==> src/rtl/alu_seq.sv <==
// Sequential ALU with a valid/ready handshake on both sides.
// Single-cycle ops go through EXEC; MUL is iterative shift-add, one multiplier bit per cycle.
module alu_seq #(
   parameter int WIDTH = 8
) (
   input  logic             clk,
   input  logic             rst_n,
   input  logic             in_valid,
   output logic             in_ready,
   input  logic [WIDTH-1:0] NumA,
   input  logic [WIDTH-1:0] NumB,
   input  logic [2:0]       ALUOP,
   output logic             out_valid,
   input  logic             out_ready,
   output logic [WIDTH-1:0] Result,
   output logic [WIDTH-1:0] result_hi,
   output logic [3:0]       flags
);

   // state | meaning
   // IDLE  | in_ready=1, waiting for a request
   // EXEC  | single-cycle op computed from latched operands
   // MUL   | shift-add iteration, WIDTH cycles
   // HOLD  | out_valid=1, outputs frozen until out_ready
   localparam logic [1:0] IDLE = 2'd0;
   localparam logic [1:0] EXEC = 2'd1;
   localparam logic [1:0] MUL  = 2'd2;
   localparam logic [1:0] HOLD = 2'd3;

   localparam int SW = $clog2(WIDTH);
   localparam int CW = $clog2(WIDTH) + 1;
   localparam logic [CW-1:0] CNT_LAST = CW'(WIDTH - 1);

   localparam logic [2:0] OP_ADD = 3'b000;
   localparam logic [2:0] OP_SUB = 3'b001;
   localparam logic [2:0] OP_AND = 3'b010;
   localparam logic [2:0] OP_OR  = 3'b011;
   localparam logic [2:0] OP_XOR = 3'b100;
   localparam logic [2:0] OP_SHL = 3'b101;
   localparam logic [2:0] OP_SHR = 3'b110;
   localparam logic [2:0] OP_MUL = 3'b111;

   logic [1:0]       state_q, state_d;
   logic [WIDTH-1:0] a_q, a_d;
   logic [WIDTH-1:0] b_q, b_d;
   logic [2:0]       op_q, op_d;
   logic [WIDTH-1:0] hi_q, hi_d;
   logic [CW-1:0]    cnt_q, cnt_d;
   logic [WIDTH-1:0] result_q, result_d;
   logic [WIDTH-1:0] result_hi_q, result_hi_d;
   logic [3:0]       flags_q, flags_d;

   logic [WIDTH:0]   add_w;
   logic [WIDTH:0]   sub_w;
   logic [WIDTH:0]   mul_sum;
   logic [WIDTH-1:0] mul_lo;
   logic [WIDTH-1:0] alu_res;
   logic             alu_c;
   logic             alu_v;

   assign add_w = {1'b0, a_q} + {1'b0, b_q};
   assign sub_w = {1'b0, a_q} - {1'b0, b_q};

   // b_q doubles as the low half of the product: the multiplier shifts out as product bits shift in
   assign mul_sum = {1'b0, hi_q} + (b_q[0] ? {1'b0, a_q} : '0);
   assign mul_lo  = {mul_sum[0], b_q[WIDTH-1:1]};

   always_comb begin
      alu_res = '0;
      alu_c   = 1'b0;
      alu_v   = 1'b0;
      case (op_q)
         OP_ADD: begin
            alu_res = add_w[WIDTH-1:0];
            alu_c   = add_w[WIDTH];
            alu_v   = (a_q[WIDTH-1] == b_q[WIDTH-1]) && (add_w[WIDTH-1] != a_q[WIDTH-1]);
         end
         OP_SUB: begin
            alu_res = sub_w[WIDTH-1:0];
            alu_c   = sub_w[WIDTH];
            alu_v   = (a_q[WIDTH-1] != b_q[WIDTH-1]) && (sub_w[WIDTH-1] != a_q[WIDTH-1]);
         end
         OP_AND:  alu_res = a_q & b_q;
         OP_OR:   alu_res = a_q | b_q;
         OP_XOR:  alu_res = a_q ^ b_q;
         OP_SHL:  alu_res = a_q << b_q[SW-1:0];
         OP_SHR:  alu_res = a_q >> b_q[SW-1:0];
         default: alu_res = '0;
      endcase
   end

   always_comb begin
      state_d     = state_q;
      a_d         = a_q;
      b_d         = b_q;
      op_d        = op_q;
      hi_d        = hi_q;
      cnt_d       = cnt_q;
      result_d    = result_q;
      result_hi_d = result_hi_q;
      flags_d     = flags_q;
      case (state_q)
         IDLE: begin
            if (in_valid) begin
               a_d     = NumA;
               b_d     = NumB;
               op_d    = ALUOP;
               hi_d    = '0;
               cnt_d   = '0;
               state_d = (ALUOP == OP_MUL) ? MUL : EXEC;
            end
         end
         EXEC: begin
            result_d    = alu_res;
            result_hi_d = '0;
            flags_d     = {alu_c, alu_v, alu_res[WIDTH-1], (alu_res == '0)};
            state_d     = HOLD;
         end
         MUL: begin
            hi_d  = mul_sum[WIDTH:1];
            b_d   = mul_lo;
            cnt_d = cnt_q + CW'(1);
            if (cnt_q == CNT_LAST) begin
               result_d    = mul_lo;
               result_hi_d = mul_sum[WIDTH:1];
               flags_d     = {(mul_sum[WIDTH:1] != '0), 1'b0, mul_lo[WIDTH-1], (mul_lo == '0)};
               state_d     = HOLD;
            end
         end
         HOLD: begin
            if (out_ready) begin
               state_d = IDLE;
            end
         end
         default: state_d = IDLE;
      endcase
   end

   always_ff @(posedge clk or negedge rst_n) begin
      if (!rst_n) begin
         state_q     <= IDLE;
         a_q         <= '0;
         b_q         <= '0;
         op_q        <= '0;
         hi_q        <= '0;
         cnt_q       <= '0;
         result_q    <= '0;
         result_hi_q <= '0;
         flags_q     <= '0;
      end else begin
         state_q     <= state_d;
         a_q         <= a_d;
         b_q         <= b_d;
         op_q        <= op_d;
         hi_q        <= hi_d;
         cnt_q       <= cnt_d;
         result_q    <= result_d;
         result_hi_q <= result_hi_d;
         flags_q     <= flags_d;
      end
   end

   assign in_ready  = (state_q == IDLE);
   assign out_valid = (state_q == HOLD);
   assign Result    = result_q;
   assign result_hi = result_hi_q;
   assign flags     = flags_q;

endmodule

==> config.mk <==
export PLATFORM = sky130hd
export DESIGN_NAME = alu_seq
export DESIGN_NICKNAME = d
export VERILOG_FILES = /design/src/rtl/alu_seq.sv
export SDC_FILE = /design/constraint.sdc
export NUM_CORES = 1
export LEC_CHECK = 0
export CAP_MARGIN = 20
export CORE_MARGIN = 5
export CORE_UTILIZATION = 60
export DETAILED_ROUTE_END_ITERATION = 10
export PLACE_DENSITY = 0.82
export SLEW_MARGIN = 20
export SYNTH_ARGS = -nofsm -noshare
export SYNTH_HDL_FRONTEND = slang
export SYNTH_SLANG_ARGS = --single-unit
==> constraint.sdc <==
create_clock -name clk -period 5.93 [get_ports clk]
set_input_delay 0.593 -clock clk [delete_from_list [all_inputs] [get_ports clk]]
set_output_delay 0.593 -clock clk [all_outputs]
set_load 0.05 [all_outputs]
Word level (Yosys, flattened, before mapping)
Index checks and enable logic that the tools add are counted.
Widths: inputs -> output; s select.
{"block": "word_totals", "elab_cells": 70, "register_bits": 53, "in_bits": 23, "output_inout_bits": 22}
{"block": "op_classes", "add_sub_neg": 4, "n_bitwise": 3, "eq_ne": 18, "reduce_logical": 13, "mux": 21, "shifts": 2}
{"op": "$pmux 8 s2", "n": 4}
{"op": "$pmux 8 s7", "n": 1}
{"op": "$mux 8", "n": 5}
{"op": "$add 8x8->9", "n": 2}
{"op": "$logic_not 8->1", "n": 2}
{"op": "$pmux 4 s2", "n": 2}
{"op": "$eq 3x3->1 const B", "n": 4}
{"op": "$sub 8x8->9", "n": 1}
{"op": "$and 8x8->8", "n": 1}
{"op": "$mux 2", "n": 4}
{"op": "$mux 4", "n": 2}
{"op": "$or 8x8->8", "n": 1}
{"op": "$pmux 2 s4", "n": 1}
{"op": "$reduce_bool 8->1", "n": 1}
{"op": "$shl 8x3->8", "n": 1}
{"op": "$shr 8x3->8", "n": 1}
{"op": "$xor 8x8->8", "n": 1}
{"op": "$eq 3x2->1 const B", "n": 2}
{"op": "$reduce_and 2->1", "n": 3}
{"op": "$add 4x1->4 const B", "n": 1}
{"op": "$eq 2x2->1 const B", "n": 2}
{"op": "$eq 4x3->1 const B", "n": 1}
{"op": "$ne 2x2->1 const B", "n": 2}
{"op": "$pmux 1 s2", "n": 2}
{"op": "other kinds (10)", "n": 14}

Longest topological paths before layout
{"block": "logic_depth", "word_depth": 5, "ltp_mapped": 12}

Worst setup path before layout
OpenSTA, ideal clock, no wires.
{"block": "synth_path", "path_type": "flip-flop to flip-flop", "start": "register b_q[2]", "end": "register flags_q[0], in the netlist flags[0]", "setup_time_ns": 0.120, "slack_ns": 3.314, "path_buffers": 1, "arrival_time_ns": 2.497, "stages_incl_launch_ff": 11, "synth_period_minus_slack_ns": 2.616, "required_time_ns": 5.810, "path_cell_list": "dfrtp_1 -> inv_1 -> ha_1 -> clkbuf_1 -> nor3_1 -> or3_1 -> a41o_1 -> o41a_1 -> nand3_1 -> nor3_1 -> a31o_1"}
{"block": "synth_between", "elab_chain_len": 4}
{"item": "start, declared", "line": "45", "source": "logic [WIDTH-1:0] b_q, b_d;"}
{"item": "start signal, assigned", "line": "143", "source": "b_q <= '0;"}
{"item": "start signal, assigned", "line": "153", "source": "b_q <= b_d;"}
{"item": "$sub 8x8->9, or another cell as far along", "line": "62", "source": "assign sub_w = {1'b0, a_q} - {1'b0, b_q};"}
{"item": "$pmux 8 s7", "line": "72", "source": "case (op_q)"}
{"item": "$logic_not 8->1", "line": "116", "source": "flags_d = {alu_c, alu_v, alu_res[WIDTH-1], (alu_res == '0)};"}
{"item": "$pmux 4 s2 (*)", "line": "102", "source": "case (state_q)"}
{"item": "end signal, assigned", "line": "159", "source": "flags_q <= flags_d;"}
{"item": "end, declared", "line": "51", "source": "logic [3:0] flags_q, flags_d;"}
Mark *: on every way between the ends. The rest lies on a longest branch, timed or not. The select of a mux whose other input is x is not followed.
A chain may end at the register's enable or synchronous reset.

Worst setup path after layout
{"block": "layout_path", "start": "register b_q[1]", "end": "register flags_q[1], in the netlist flags[1]"}
{"block": "layout_between", "elab_chain_len": 3}
{"item": "$sub 8x8->9, or another cell as far along", "line": "62"}
{"item": "$pmux 8 s7 (*)", "line": "72"}
{"item": "$pmux 4 s2 (*)", "line": "102"}
Mark *: on every way between the ends. The rest lies on a longest branch, timed or not.

==> run_results.csv <==
group,metric,value,unit
status,status,"completed",
logic_synthesis,synthCells,495,
timing,rsz0062_at_grt,"no",
clock_network,hold_buffers,0,
logic_synthesis,synth_ff_type,"dfrtp_1",
timing,hold_viol,0,
detailed_routing,avgViaCountPerCell,6.35,
global_routing,grt_pass1_wl,19.5,mm
clock_network,htreeDepth,2,
die,dieHeight,94.2,um
logic_synthesis,avgSynthCellArea,8.59,um2
detailed_routing,wire_per_inst,19.0,um
timing,fin_skew,0.00849,ns
final_layout,fin_nets,583,
global_routing,grt_start_max_net_pins,53,
detailed_routing,drt-pass1-iter-count,6,
global_routing,grt_overflow,0,
die,core-area,0.00683,mm2
final_layout,fill_cells,573,
critical_path,cpPeakStageDelay,0.88,ns
clock_network,numCtsBuffers,5,
logic_synthesis,ys_types,71,
die,die_w,94.2,um
global_routing,first_global_vias,3705,
detailed_routing,drtIter0Drc,372,
global_routing,use_met3,0.0353,
global_routing,grt_use_met1,0.407,
final_layout,area_growth,12.8,%
clock_network,clk_pin_slew,0.11,ns
timing,worst_pin_slew,0.985,ns
detailed_routing,vias,3920,
global_routing,grtUsageMet2,0.446,
die,rows,30,
clock_network,clkLatencyLatePin,0.31,ns
clock_network,cts.sinks,52,
job,cap_violations,0,
critical_path,worstPathCellList,"inv_2, ha_1, o21ba_2, nor4_1, nor2_1, a221oi_1, o221ai_1, o31ai_1, o21ai_0",
logic_synthesis,yosysWarnings,0,
placed_design,placed_cell_area,0.00470,mm2
detailed_routing,ant_nets,0,
clock_network,cts_root_buf,"clkbuf_8",
critical_path,arrival,3.60,ns
logic_synthesis,synth_seq_area_share,0.306,
logic_synthesis,syn_area,0.00425,mm2
critical_path,cp-end-kind,"register",
detailed_routing,drc_errors,0,
placed_design,place.gp.congestion,0.917,
die,ioPinCount,45,
placed_design,pre_cts_ws,2.59,ns
timing,setup_viol,0,
global_routing,top_usage_layer,"met2",
timing,finalCritPeriodShare,0.580,
timing,maxSlewViolCount,0,
logic_synthesis,synthArstFlopShare,1.00,
logic_synthesis,ys_seq_elements,52,
logic_synthesis,synth_edf_count,0,
placed_design,hpwl,8.97,mm
hold_path,min_path_type,"in2async",
clock_network,post-cts-setup-buffer-count,0,
critical_path,crit_type,"reg2reg",
clock_network,cts_resized,0,
global_routing,antenna_found_initial,0,
die,initial_core_util,0.622,
final_layout,diodes,0,
critical_path,cp_max_fo,23,
timing,layout_setup_ws,2.49,ns
final_layout,drive_above_1_share,0.0729,
timing,relSlewSlack,0.342,
timing,fin_setup_tns,0,ns
logic_synthesis,synth.largest_area_cell,"dfrtp_1",
final_layout,design_area,0.00479,mm2
timing,period_needed,3.44,ns
global_routing,track_usage,0.281,
die,die_area,0.00887,mm2
logic_synthesis,syn-num-nets,558,
clock_network,clock_tree.buffer_depth,2,
clock_network,cts_tree,"built",
critical_path,startpoint_type,"register",
timing,fmax,291,MHz
critical_path,slowest_stage,"dfrtp_1",
logic_synthesis,synthTopCellsByArea,"dfrtp_1 31%, ha_1 11%, o21ai_0 5.1%",
logic_synthesis,yosys.area.top_type_share,0.306,
placed_design,port_buffers,44,
detailed_routing,routed_wl,11.7,mm
critical_path,required,6.09,ns
==> critical path: cells and delay by family, from the launching register on <==
family | cells | cell delay, ns
compound gates | 5 | 1.34
flops | 1 | 0.88
simple gates | 2 | 0.43
fa+ha+maj | 1 | 0.38
buf+inv | 1 | 0.26
==> sequential cells by signal, indices dropped and copies added, names as in the netlist <==
name and cells:
hi_q 8, b_q 8, state_q 2, flags 4, op_q 3, a_q 8, cnt_q 4, Result 7
result_hi 8
==> layer usage <==
layer  share of wire  wire length (um)
met1            0.43              5070
met4           0.020               237
met2            0.47              5460
met5               0                 0
met3           0.082               967
==> area by class of cell <==
type	count	area (um2)	area share
Multi-Input combinational cell	381	2690	0.562
Sequential cell	52	1300	0.271
Timing Repair Buffer	48	465	0.0971
Inverter	32	120	0.0251
Tap cell	96	120	0.0251
Clock buffer	5	68.8	0.0144
Clock inverter	3	26.3	0.00548
==> cells in the mapped netlist, drive strengths merged (3+ instances only) <==
library cell,count
mux4,3
o22ai,6
and3,5
xor2,5
a221oi,4
nor2,37
or2,3
o21a,4
o211ai,7
nand2b,7
inv,32
mux2i,17
a211oi,3
nand4,5
xnor2,3
o21ai,44
or3,5
o311ai,3
a31oi,4
o31ai,7
a21oi,17
nor3,11
o21bai,3
clkbuf,20
and2,3
a22oi,5
ha,37
fa,3
nand2,56
nor2b,7
a311o,3
mux2,15
nand3,13
buf,10
nand3b,3
dfrtp,52
==> placed cells by master, fill, tap and decap left out, types with 5 or more instances in the layout <==
master	n
a21oi_1	17
a22oi_1	5
and3_1	5
clkbuf_8	5
clkdlybuf4s50_1	43
dfrtp_1	52
ha_1	37
inv_1	31
mux2_2	15
mux2i_1	17
nand2_1	56
nand2b_1	7
nand3_1	13
nand4_1	5
nor2_1	37
nor2b_1	7
nor3_1	11
o211ai_1	7
o21ai_0	43
o22ai_1	6
o31ai_1	7
or3_1	5
xor2_1	5
==> per-stage QoR <==
stage | utilization | cells | hold WS, ns
3_3_place_gp | 0.688 | 609 | 0.451
5_1_grt | 0.702 | 617 | 0.437
4_1_cts | 0.702 | 617 | 0.397
3_5_place_dp | 0.688 | 609 | 0.470
6_report | 0.702 | 617 | 0.374
2_1_floorplan | - | 495 | 0.297
==> cell families after synthesis <==
group | count (synthesis) | synth area share
mux | 35 | 0.0965
simple gates | 160 | 0.178
buf+inv | 62 | 0.0606
flops | 52 | 0.306
compound gates | 138 | 0.219
xor+xnor | 8 | 0.0165
fa+ha+maj | 40 | 0.123
==> worst paths after layout <==
kind	startpoint	slack, ns	to	cells after the start
worst min register to register	result_hi[6]	0.49	result_hi[6]	2
worst max register to register	b_q[1]	2.49	flags[1]	9
worst max-delay path	b_q[1]	2.49	flags[1]	9
worst min-delay path	rst_n	0.37	result_hi[2]	2
max in group asynchronous	rst_n	5.10	a_q[1]	2
min in group clk	result_hi[6]	0.49	result_hi[6]	2
Power is not shown: default switching activity piles up to over one toggle a cycle in this logic, so the estimate is an artifact.
==> variant 1, RTL diff (config.mk and constraints unchanged) <==
Reset style: synchronous (`rst_n`), changed in one clocked block.
--- a/src/rtl/alu_seq.sv
+++ b/src/rtl/alu_seq.sv
@@ -138,3 +138,3 @@
 
-   always_ff @(posedge clk or negedge rst_n) begin
+   always_ff @(posedge clk) begin
       if (!rst_n) begin
Function: differs if rst_n is asserted again (counterexample within 4 cycles, from zero or initial values and one cycle with rst_n low); with rst_n held inactive, the same outputs for 4 cycles.
==> variant 1 against the original RTL <==
  * Final area increased by 2.5%
  * Utilization decreased by 1.7 points
  * Sequential share of layout area decreased by 6.0 points
  * Setup slack got worse by 0.028 ns
  * First-iteration DRC count decreased by 1.3%
  * Sequential cell count unchanged
  * Wire length increased by 4.0%
  * Area after synthesis increased by 3.1%
==> variant 1: results (changes against the original RTL) <==
<table>
<tr><th>Metric</th><th>Value</th></tr>
<tr><th colspan="2">Yosys</th></tr>
<tr><td>Dominant cells by area after synthesis</td><td>sky130_fd_sc_hd__dfxtp_1, sky130_fd_sc_hd__ha_1, sky130_fd_sc_hd__nand2_1, sky130_fd_sc_hd__mux2i_1, sky130_fd_sc_hd__nor2b_1</td></tr>
<tr><td>Nets in the synthesized netlist</td><td>618 (+11%)</td></tr>
<tr><td>Sequential element share of the synthesized area</td><td>23.7% (-6.9 points)</td></tr>
<tr><td>Adder-Cell Fraction of Synth Area</td><td>11.9% (-0.38 points)</td></tr>
<tr><td>Fraction of synthesized area in multiplexers</td><td>7.02% (-2.6 points)</td></tr>
<tr><td>Post-Synth XOR/XNOR Area</td><td>2.00% (+0.35 points)</td></tr>
<tr><td>Most used flip-flop cell after synthesis</td><td>sky130_fd_sc_hd__dfxtp_1</td></tr>
<tr><th colspan="2">Detailed routing</th></tr>
<tr><td>Number of design-rule violations left by the first detailed-router iteration</td><td>367 (-1.3%)</td></tr>
<tr><td>Drt first pass iters</td><td>5 (-1)</td></tr>
<tr><th colspan="2">Placement</th></tr>
<tr><td>Post-DP HPWL</td><td>9.21 mm (+2.7%)</td></tr>
<tr><td>Routability cong.</td><td>0.982 (+7.1%)</td></tr>
<tr><th colspan="2">Setup path</th></tr>
<tr><td>CP endpoint</td><td>flags[3]</td></tr>
<tr><td>Worst reg2reg setup slack</td><td>2.46 ns (-0.03 ns)</td></tr>
<tr><td>Startpoint of the most critical register-to-register path</td><td>b_q[0]</td></tr>
<tr><td>Length in cells of the worst reg-to-reg path</td><td>11 (+2)</td></tr>
<tr><td>Crit-path max FO</td><td>24 (+4.3%)</td></tr>
<tr><th colspan="2">Global route</th></tr>
<tr><td>Maximum number of pins on one net before global-route repair</td><td>58 (+9.4%)</td></tr>
<tr><td>Number of global-route vias before repair</td><td>3852 (+4.0%)</td></tr>
<tr><td>M3 GR Usage</td><td>4.42% (+0.89 points)</td></tr>
<tr><td>GRT met1 Usage</td><td>39.8% (-0.91 points)</td></tr>
<tr><td>Wire length of the first global-routing pass</td><td>19.8 mm (+1.2%)</td></tr>
<tr><th colspan="2">STA</th></tr>
<tr><td>Time the final worst path needs with I/O delays and setup</td><td>3.47 ns (+0.0284 ns)</td></tr>
<tr><td>Final Hold Slack</td><td>0.454 ns (+0.0804 ns)</td></tr>
<tr><td>Final clock skew</td><td>0.0109 ns (+0.00236 ns)</td></tr>
<tr><th colspan="2">Final layout</th></tr>
<tr><td>Fill cells</td><td>622 (+8.6%)</td></tr>
<tr><th colspan="2">Status</th></tr>
<tr><td>Result of the run</td><td>finished, final reports clean</td></tr>
</table>
==> variant 1: per-layer routing <==
layer	part of all wire (%)	vias to the layer above
li1	-	2045
met1	45	1974
met2	46	189
met3	7.8	18
met4	1.9	0
met5	0	-
==> variant 1: stage by stage <==
| stage | instance area, sq um | cells | power [uW] |
|---|---|---|---|
| 5_1_grt | 4920 | 675 | 1650 |
| 6_report | 4920 | 675 | 1550 |
| 4_1_cts | 4920 | 675 | 1540 |
| 2_1_floorplan | 4390 | 555 | 1090 |
| 3_5_place_dp | 4820 | 667 | 1320 |
| 3_3_place_gp | 4820 | 667 | 1310 |
==> variant 1: cell type report <==
cell class	count	area share (%)
clock buffers	5	1.40
clock inverters	3	0.509
inverters	35	2.67
multi-input cells	432	62.0
flip-flops and latches	52	21.2
well taps	99	2.52
repair buffers	49	9.72
==> variant 1: critical path: stages, from the launching register on <==
cell	delay, ns
sky130_fd_sc_hd__dfxtp_1	0.94
sky130_fd_sc_hd__ha_1	0.42
sky130_fd_sc_hd__ha_1	0.21
sky130_fd_sc_hd__inv_1	0.05
sky130_fd_sc_hd__fa_1	0.41
sky130_fd_sc_hd__nor2b_1	0.13
sky130_fd_sc_hd__o21ai_1	0.09
sky130_fd_sc_hd__a21boi_1	0.26
sky130_fd_sc_hd__nor2_1	0.12
sky130_fd_sc_hd__or3_1	0.41
sky130_fd_sc_hd__o32ai_1	0.25
sky130_fd_sc_hd__a21oi_1	0.10
==> variant 1: cell families (layout without fill, tap and decap cells) <==
logic type | after synthesis | after routing
flip-flops | 52 | 52
XOR/XNOR | 10 | 10
AO/OA/AOI/OAI | 167 | 167
AND/OR/NAND/NOR | 191 | 191
buffers and inverters | 71 | 92
multiplexers | 24 | 24
adder cells (fa/ha/maj) | 40 | 40
==> variant 2, RTL diff (same flow settings) <==
Made on the original files. Set the parameter `WIDTH` to 4 (it was 8).
--- a/src/rtl/alu_seq.sv
+++ b/src/rtl/alu_seq.sv
@@ -3,3 +3,3 @@
 module alu_seq #(
-   parameter int WIDTH = 8
+   parameter int WIDTH = 4
 ) (
Ports: changed (resized NumA, NumB, Result and result_hi); port bits go from 45 to 29. No check against the original RTL was run, so the function may have changed too.
==> variant 2 against the original RTL <==
  * Wire length is 51% lower
  * Setup slack better by 0.53 ns
  * Utilization is 0.65 points higher
  * Critical endpoint is now in_ready
  * Area after synthesis is 43% lower
  * Register-to-register slack better by 0.73 ns
  * Sequential cell count is 21 lower
  * Die area is 39% lower
  * Global-route usage is 4.9 points lower
  * Final area is 42% lower
  * Via count is 46% lower
Power is left out: the tool's default activity adds up to more than one toggle a clock period on the data nets, which glitch-free logic cannot reach.
==> variant 2: results (changes against the original RTL) <==
<table>
<tr><th>Metric</th><th>Value</th></tr>
<tr><th colspan="2">Status</th></tr>
<tr><td>Result of the run</td><td>finished, final reports clean</td></tr>
<tr><th colspan="2">Final layout</th></tr>
<tr><td>Area of all placed cells without fillers</td><td>2790 sq um (-42%)</td></tr>
<tr><td>Fraction of final layout cells with drive strength greater than 1</td><td>7.77% (+0.48 points)</td></tr>
<tr><th colspan="2">Detailed routing</th></tr>
<tr><td>Wire length after detailed routing</td><td>5.78 mm (-51%)</td></tr>
<tr><td>Number of design-rule violations left by the first detailed-router iteration</td><td>230 (-38%)</td></tr>
<tr><td>Average via count per standard cell</td><td>6.08 (-4.4%)</td></tr>
<tr><th colspan="2">Placement</th></tr>
<tr><td>Post-Place Worst Slack</td><td>3.27 ns (+0.685 ns)</td></tr>
<tr><td>Number of buffers inserted by port buffering</td><td>28 (-36%)</td></tr>
<tr><td>Post-DP HPWL</td><td>4.24 mm (-53%)</td></tr>
<tr><td>Routability cong.</td><td>0.953 (+4.0%)</td></tr>
<tr><th colspan="2">Setup path</th></tr>
<tr><td>CP delay by family, top</td><td>buffers and inverters</td></tr>
<tr><td>Crit-path max FO</td><td>22 (-4.3%)</td></tr>
<tr><td>Slowest stage cell, crit path</td><td>sky130_fd_sc_hd__clkdlybuf4s50_1</td></tr>
<tr><td>Data arrival time of the worst path</td><td>2.32 ns (-1.28 ns)</td></tr>
<tr><td>Stage delay of the slowest cell on the critical path</td><td>0.93 ns (+0.05 ns)</td></tr>
<tr><th colspan="2">Clocking</th></tr>
<tr><td>Clock Latency Late Sink</td><td>0.29 ns (-0.02 ns)</td></tr>
<tr><td>Clock input transition at the sequential cells of the worst setup and hold paths</td><td>0.07 ns (-0.04 ns)</td></tr>
<tr><th colspan="2">STA</th></tr>
<tr><td>Final clock skew</td><td>0.00705 ns (-0.00144 ns)</td></tr>
<tr><th colspan="2">Global route</th></tr>
<tr><td>Met2 layer usage reported by global route</td><td>34.4% (-10 points)</td></tr>
<tr><td>Maximum number of pins on one net before global-route repair</td><td>32 (-40%)</td></tr>
<tr><td>M3 GR Usage</td><td>5.20% (+1.7 points)</td></tr>
<tr><td>GRT met1 Usage</td><td>33.8% (-7.0 points)</td></tr>
<tr><th colspan="2">Yosys</th></tr>
<tr><td>Dominant cells by area after synthesis</td><td>sky130_fd_sc_hd__dfrtp_1, sky130_fd_sc_hd__ha_1, sky130_fd_sc_hd__a21oi_1, sky130_fd_sc_hd__mux2_2, sky130_fd_sc_hd__inv_1</td></tr>
<tr><td>Fraction of synthesized area in multiplexers</td><td>7.24% (-2.4 points)</td></tr>
<tr><td>Synthesized netlist cell count</td><td>276 (-44%)</td></tr>
</table>
-- variant 2: cell types whose count changed after synthesis, moves of 10 or more --
cell / unedited run / this run
sky130_fd_sc_hd__o21ai_0: 43 / 15
sky130_fd_sc_hd__nand2_1: 56 / 21
sky130_fd_sc_hd__nor2_1: 37 / 18
sky130_fd_sc_hd__mux2i_1: 17 / 7
sky130_fd_sc_hd__ha_1: 37 / 22
sky130_fd_sc_hd__dfrtp_1: 52 / 31
sky130_fd_sc_hd__nand3_1: 13 / 2
sky130_fd_sc_hd__a21oi_1: 17 / 27
-- variant 2: worst paths after layout --
check / start / depth (start not counted) / to / slack, ns
max in group asynchronous: rst_n / 2 / op_q[1] / 4.94
worst max-delay path: state_q[0] / 3 / in_ready / 3.02
worst max register to register: b_q[1] / 8 / flags[0] / 3.22
worst min-delay path: result_hi[0] / 2 / result_hi[0] / 0.48
min in group asynchronous: rst_n / 2 / Result[2] / 0.69
worst min register to register: result_hi[0] / 2 / result_hi[0] / 0.48
-- variant 2: layout make-up --
type                    count  area share [%]
clock buffers               7            3.45
clock inverters             1           0.269
inverters                  24            3.23
multi-input cells         204            52.7
flip-flops and latches     31            27.8
well taps                  50            2.24
repair buffers             29            10.3
-- variant 2: layer usage --
metal	share of wire, %	up-vias
met4	1.9	0
met5	0	-
met1	46	981
met3	6.9	9
li1	-	1033
met2	45	79
-- variant 2: worst reg2reg max path, delay by kind of cell, from the launching register on --
kind | cells | cell delay (ns)
compound gates | 4 | 0.71
fa+ha+maj | 1 | 0.40
buf+inv | 1 | 0.27
simple gates | 1 | 0.33
mux | 1 | 0.26
flops | 1 | 0.64
